==> src/rtl/serial_adder_pkg.sv <==
// Shared types and helpers for the multi-cycle serial adder.
package serial_adder_pkg;

  typedef enum logic [1:0] {
    IDLE = 2'd0,
    RUN  = 2'd1,
    DONE = 2'd2
  } state_t;

  // Chunk counter width; a single-chunk adder still needs a one-bit counter.
  function automatic int cnt_width(input int nchunk);
    return (nchunk > 1) ? $clog2(nchunk) : 1;
  endfunction

endpackage

==> src/rtl/serial_adder_chunk_adder.sv <==
// CHUNK-bit combinational adder slice built as a ripple of full-adder cells.
module full_adder (
  input  logic x,
  input  logic y,
  input  logic ci,
  output logic s,
  output logic co
);

  assign s  = x ^ y ^ ci;
  assign co = (x & y) | (ci & (x ^ y));

endmodule

module chunk_adder #(
  parameter int CHUNK = 1
) (
  input  logic [CHUNK-1:0] x,
  input  logic [CHUNK-1:0] y,
  input  logic             ci,
  output logic [CHUNK-1:0] s,
  output logic             co
);

  logic [CHUNK:0] c;

  assign c[0] = ci;
  assign co   = c[CHUNK];

  // Carry ripples from bit 0 upward through one cell per bit.
  for (genvar i = 0; i < CHUNK; i++) begin : g_cell
    full_adder u_fa (
      .x (x[i]),
      .y (y[i]),
      .ci(c[i]),
      .s (s[i]),
      .co(c[i+1])
    );
  end

endmodule

==> src/rtl/serial_adder.sv <==
// Multi-cycle adder: adds a + b + cin CHUNK bits per clock through one
// shared slice, with a start/done handshake and held results.
module serial_adder
  import serial_adder_pkg::*;
#(
  parameter int WIDTH = 8,
  parameter int CHUNK = 1
) (
  input  logic             clk,
  input  logic             rst,
  input  logic             start,
  input  logic [WIDTH-1:0] a,
  input  logic [WIDTH-1:0] b,
  input  logic             cin,
  output logic             busy,
  output logic             done,
  output logic [WIDTH-1:0] sum,
  output logic             cout
);

  localparam int NCHUNK = WIDTH / CHUNK;
  localparam int CNTW   = cnt_width(NCHUNK);
  localparam logic [CNTW-1:0] LAST = CNTW'(NCHUNK - 1);

  // Reject parameter sets the chunked datapath cannot cover exactly.
  if (WIDTH < 1 || CHUNK < 1 || CHUNK > WIDTH || (WIDTH % CHUNK) != 0) begin : g_bad_params
    $error("serial_adder: CHUNK (%0d) must evenly divide WIDTH (%0d)", CHUNK, WIDTH);
  end

  state_t            state;
  logic [WIDTH-1:0]  a_sh;
  logic [WIDTH-1:0]  b_sh;
  logic [WIDTH-1:0]  acc;
  logic [WIDTH-1:0]  acc_next;
  logic              carry;
  logic [CNTW-1:0]   cnt;
  logic [CHUNK-1:0]  slice_s;
  logic              slice_co;

  chunk_adder #(.CHUNK(CHUNK)) u_slice (
    .x (a_sh[CHUNK-1:0]),
    .y (b_sh[CHUNK-1:0]),
    .ci(carry),
    .s (slice_s),
    .co(slice_co)
  );

  // New slice bits enter at the MSB end so the last chunk lands in place.
  if (CHUNK == WIDTH) begin : g_acc_full
    assign acc_next = slice_s;
  end else begin : g_acc_part
    assign acc_next = {slice_s, acc[WIDTH-1:CHUNK]};
  end

  // Handshake FSM and datapath; sum/cout only move on the completing edge.
  always_ff @(posedge clk or posedge rst) begin
    if (rst) begin
      state <= IDLE;
      a_sh  <= '0;
      b_sh  <= '0;
      acc   <= '0;
      carry <= 1'b0;
      cnt   <= '0;
      busy  <= 1'b0;
      done  <= 1'b0;
      sum   <= '0;
      cout  <= 1'b0;
    end else begin
      case (state)
        IDLE, DONE: begin
          done <= 1'b0;
          if (start) begin
            a_sh  <= a;
            b_sh  <= b;
            carry <= cin;
            acc   <= '0;
            cnt   <= '0;
            busy  <= 1'b1;
            state <= RUN;
          end else begin
            state <= IDLE;
          end
        end
        RUN: begin
          a_sh  <= a_sh >> CHUNK;
          b_sh  <= b_sh >> CHUNK;
          carry <= slice_co;
          acc   <= acc_next;
          cnt   <= cnt + CNTW'(1);
          if (cnt == LAST) begin
            sum   <= acc_next;
            cout  <= slice_co;
            done  <= 1'b1;
            busy  <= 1'b0;
            state <= DONE;
          end
        end
        default: begin
          busy  <= 1'b0;
          done  <= 1'b0;
          state <= IDLE;
        end
      endcase
    end
  end

endmodule
==> config.mk <==
export PLATFORM = sky130hd
export DESIGN_NAME = serial_adder
export DESIGN_NICKNAME = d
export VERILOG_FILES = /design/src/rtl/serial_adder_pkg.sv /design/src/rtl/serial_adder_chunk_adder.sv /design/src/rtl/serial_adder.sv
export SDC_FILE = /design/constraint.sdc
export NUM_CORES = 1
export LEC_CHECK = 0
export BUFFER_PORTS_ARGS = -buffer_cell sky130_fd_sc_hd__buf_4
export CORE_UTILIZATION = 45
export CTS_CLUSTER_DIAMETER = 100
export DETAILED_ROUTE_END_ITERATION = 6
export GPL_ROUTABILITY_DRIVEN = 0
export HOLD_SLACK_MARGIN = 0.1
export PLACE_DENSITY = 0.66
export SLEW_MARGIN = 20
export SYNTH_ARGS = -nofsm -noshare
export SYNTH_HDL_FRONTEND = slang
export SYNTH_HIERARCHICAL = 1
export SYNTH_SLANG_ARGS = --single-unit
==> constraint.sdc <==
create_clock -name clk -period 1.8 [get_ports clk]
set_input_delay 0.18 -clock clk [delete_from_list [all_inputs] [get_ports clk]]
set_output_delay 0.18 -clock clk [all_outputs]
set_load 0.01 [all_outputs]
==> qor.yml <==
outcome:
  status: "completed"
cts:
  cts_setup_buffers: 0
  root_buffer: "clkbuf_8"
  htreeDepth: 2
  cts_buffers: 5
  worstSkewPairLatency_ps: 290
  cts_resized: 0
  clk_pin_slew_ps: 70
  cts_tree: "built"
  clockBufferDepth: 2
  cts.sinks: 39
routing:
  drc: 0
  first_iter_violations: 54
  drtAntennaViolNets: 0
  first_pass_iters: 4
  postRouteWirelength_um: 3550
  viasPerCell: 5.12
  wl_per_cell_um: 14.3
  vias: 1274
synthesis:
  syn_area_per_cell_um2: 11.2
  synth.cell_area_um2: 1880
  synth-seq-area-share_pct: 52.0
  yosys.area.top_type: "dfrtp_1"
  synth_cell_types: 27
  async_flop_share_pct: 100
  synth-edff-count: 0
  synth.area.top_cells: "dfrtp_1 52%, mux2_4 7.2%, mux2i_1 4.3%"
  yosys_warnings: 6
  netlist_instances: 167
  synthFlopType: "dfrtp_1"
  synth_nets: 190
  synth_seq_cells: 39
  synth_top_area_share_pct: 52.0
pwr:
  ir_drop_uv: 606
  power_per_cell_area_nw_per_um2: 1650
  p_leak_nw: 1.06
sta:
  tightest_slew_ps: 500
  fin_crit_ps: 1480
  drv_slew: 0
  post-route-period-util_pct: 82.1
  clock_skew_ps: 3.36
  max_slew_margin_pct: 66.7
  rsz0062_at_grt: "no"
  fmax_ghz: 0.677
  worst_slack_ps: 323
  setup_tns_ps: 0
  finalSetupViolations: 0
  hold_viol: 0
critical_path:
  crit_arrival_ps: 1650
  cp-end-kind: "flip-flop"
  worstPathRequired_ps: 1980
  critPathKind: "flip-flop to flip-flop"
  crit_fanout: 3
  critPathLaunchType: "flip-flop"
global_routing:
  track_usage_pct: 18.6
  grt_pass1_wl_um: 6050
  gr-total-overflow: 0
  grt_max_degree: 40
  first_global_vias: 1336
  antenna_found_initial: 0
floorplan:
  initial_core_util_pct: 47.0
  dieArea_um2: 4440
  placementRows: 23
  die_y_um: 66.6
  core_um2: 4000
  io_pins: 31
  fp.dieW_um: 66.6
placement:
  placed_area_um2: 2140
  portBuffers: 30
  pre_cts_ws_ps: 329
  dp_hpwl_um: 2350
job:
  cap_violations: 0
final_layout:
  area_growth_syn_to_layout_pct: 19.2
  n_antenna_cell: 0
  layout-drive-gt1-share_pct: 30.7
  final_cell_area_um2: 2240
  finalNetCount: 222
worst_hold_path:
  hold_class: "input port to flip-flop"
## path summary, 6_finish.rpt
path	startpoint	slack, ps	cells after the start	endpoint
setup / recovery	cnt[0]	320	4	cnt[2]
hold / removal	b[6]	130	3	b_sh[6]
setup reg to reg	cnt[0]	320	4	cnt[2]
hold reg to reg	a_sh[4]	520	2	a_sh[4]
max in group asynchronous	rst	880	4	a_sh[3]
min in group asynchronous	rst	570	4	sum[5]
## routing by layer
layer | vias to the layer above | wire, um | track usage (%)
met1 | 596 | 1750 | 24.6
met5 | - | 0 | 0
met2 | 26 | 1660 | 27.9
li1 | 646 | - | -
met3 | 6 | 106 | 5.14
met4 | 0 | 37 | 8.51
## power breakdown
group          switching [mW]  leakage (nW)  total [mW]  internal, mW
clock                   0.295        0.0470       0.596         0.301
sequential              0.301         0.481        1.58          1.28
combinational           0.681         0.531        1.52         0.834
## cell families after synthesis
kind of cell               Yosys count  synth area share [%]
and+or+nand+nor                     52                  14.2
DFF                                 39                  52.0
AOI/OAI and AO/OA                   34                  11.2
muxes                               24                  15.7
buffers and inverters               14                  4.13
adders and majority gates            3                  2.40
xor gates and xnor gates             1                 0.466
## cell usage after synthesis (3+ instances only)
| cell | n |
|---|---|
| buf_2 | 8 |
| mux2i_1 | 8 |
| a211oi_1 | 6 |
| nand2b_1 | 9 |
| nand3_1 | 4 |
| dfrtp_1 | 39 |
| nor3_1 | 7 |
| nor2b_1 | 7 |
| o22ai_1 | 7 |
| nor2_1 | 11 |
| o21ai_1 | 3 |
| o21ai_0 | 7 |
| nand2_1 | 12 |
| mux2_4 | 9 |
| a22o_1 | 3 |
| a21oi_1 | 6 |
| mux2_2 | 7 |
## registers in the layout, indices dropped and copies added, names as in the netlist
| register | cells |
|---|---|
| busy | 1 |
| state | 1 |
| carry | 1 |
| a_sh | 8 |
| acc | 7 |
| b_sh | 8 |
| cnt | 3 |
| cout | 1 |
| done | 1 |
| sum | 8 |
## layout make-up
class,instances,area [um2]
clock buffer,6,82.6
clock inverter,1,5.00
fill,353,1760
inverter,2,7.51
multi-input combinational,114,825
sequential,39,976
tap,50,62.6
timing repair buffer,37,280
## metrics by stage
stage / util [%] / std cells / hold WS [ps] / total power [mW]
after floorplan: - / 167 / 322 / 2.66
final: 56.0 / 249 / 134 / 3.69
after CTS: 56.0 / 249 / 128 / 3.73
after detailed placement: 53.5 / 241 / 340 / 3.13
after global placement: 53.5 / 241 / 327 / 3.04
after global routing: 56.0 / 249 / 132 / 4.00
## critical path, stage by stage (launching register included)
cell,delay (ps)
dfrtp_1,410
ha_1,210
ha_1,260
mux2_2,260
a22o_1,230
## placed cells by master (no fill, tap or decap), types with 3 or more instances in the layout
cell / n
mux2_2: 7
dfrtp_1: 39
nor3_1: 7
nand2b_1: 9
mux2i_1: 8
clkbuf_8: 6
a21oi_1: 6
nor2b_1: 7
a211oi_1: 6
o21ai_0: 7
o21ai_1: 3
o22ai_1: 7
nand3_1: 4
nor2_1: 11
a22o_1: 3
buf_4: 36
mux2_4: 9
nand2_1: 12
## what timing repair did
action	in CTS	in global routing
setup endpoints to repair	0	0
hold buffers	1	0
endpoints found under the hold margin	39	0
Power figures use the tool's default switching activity.
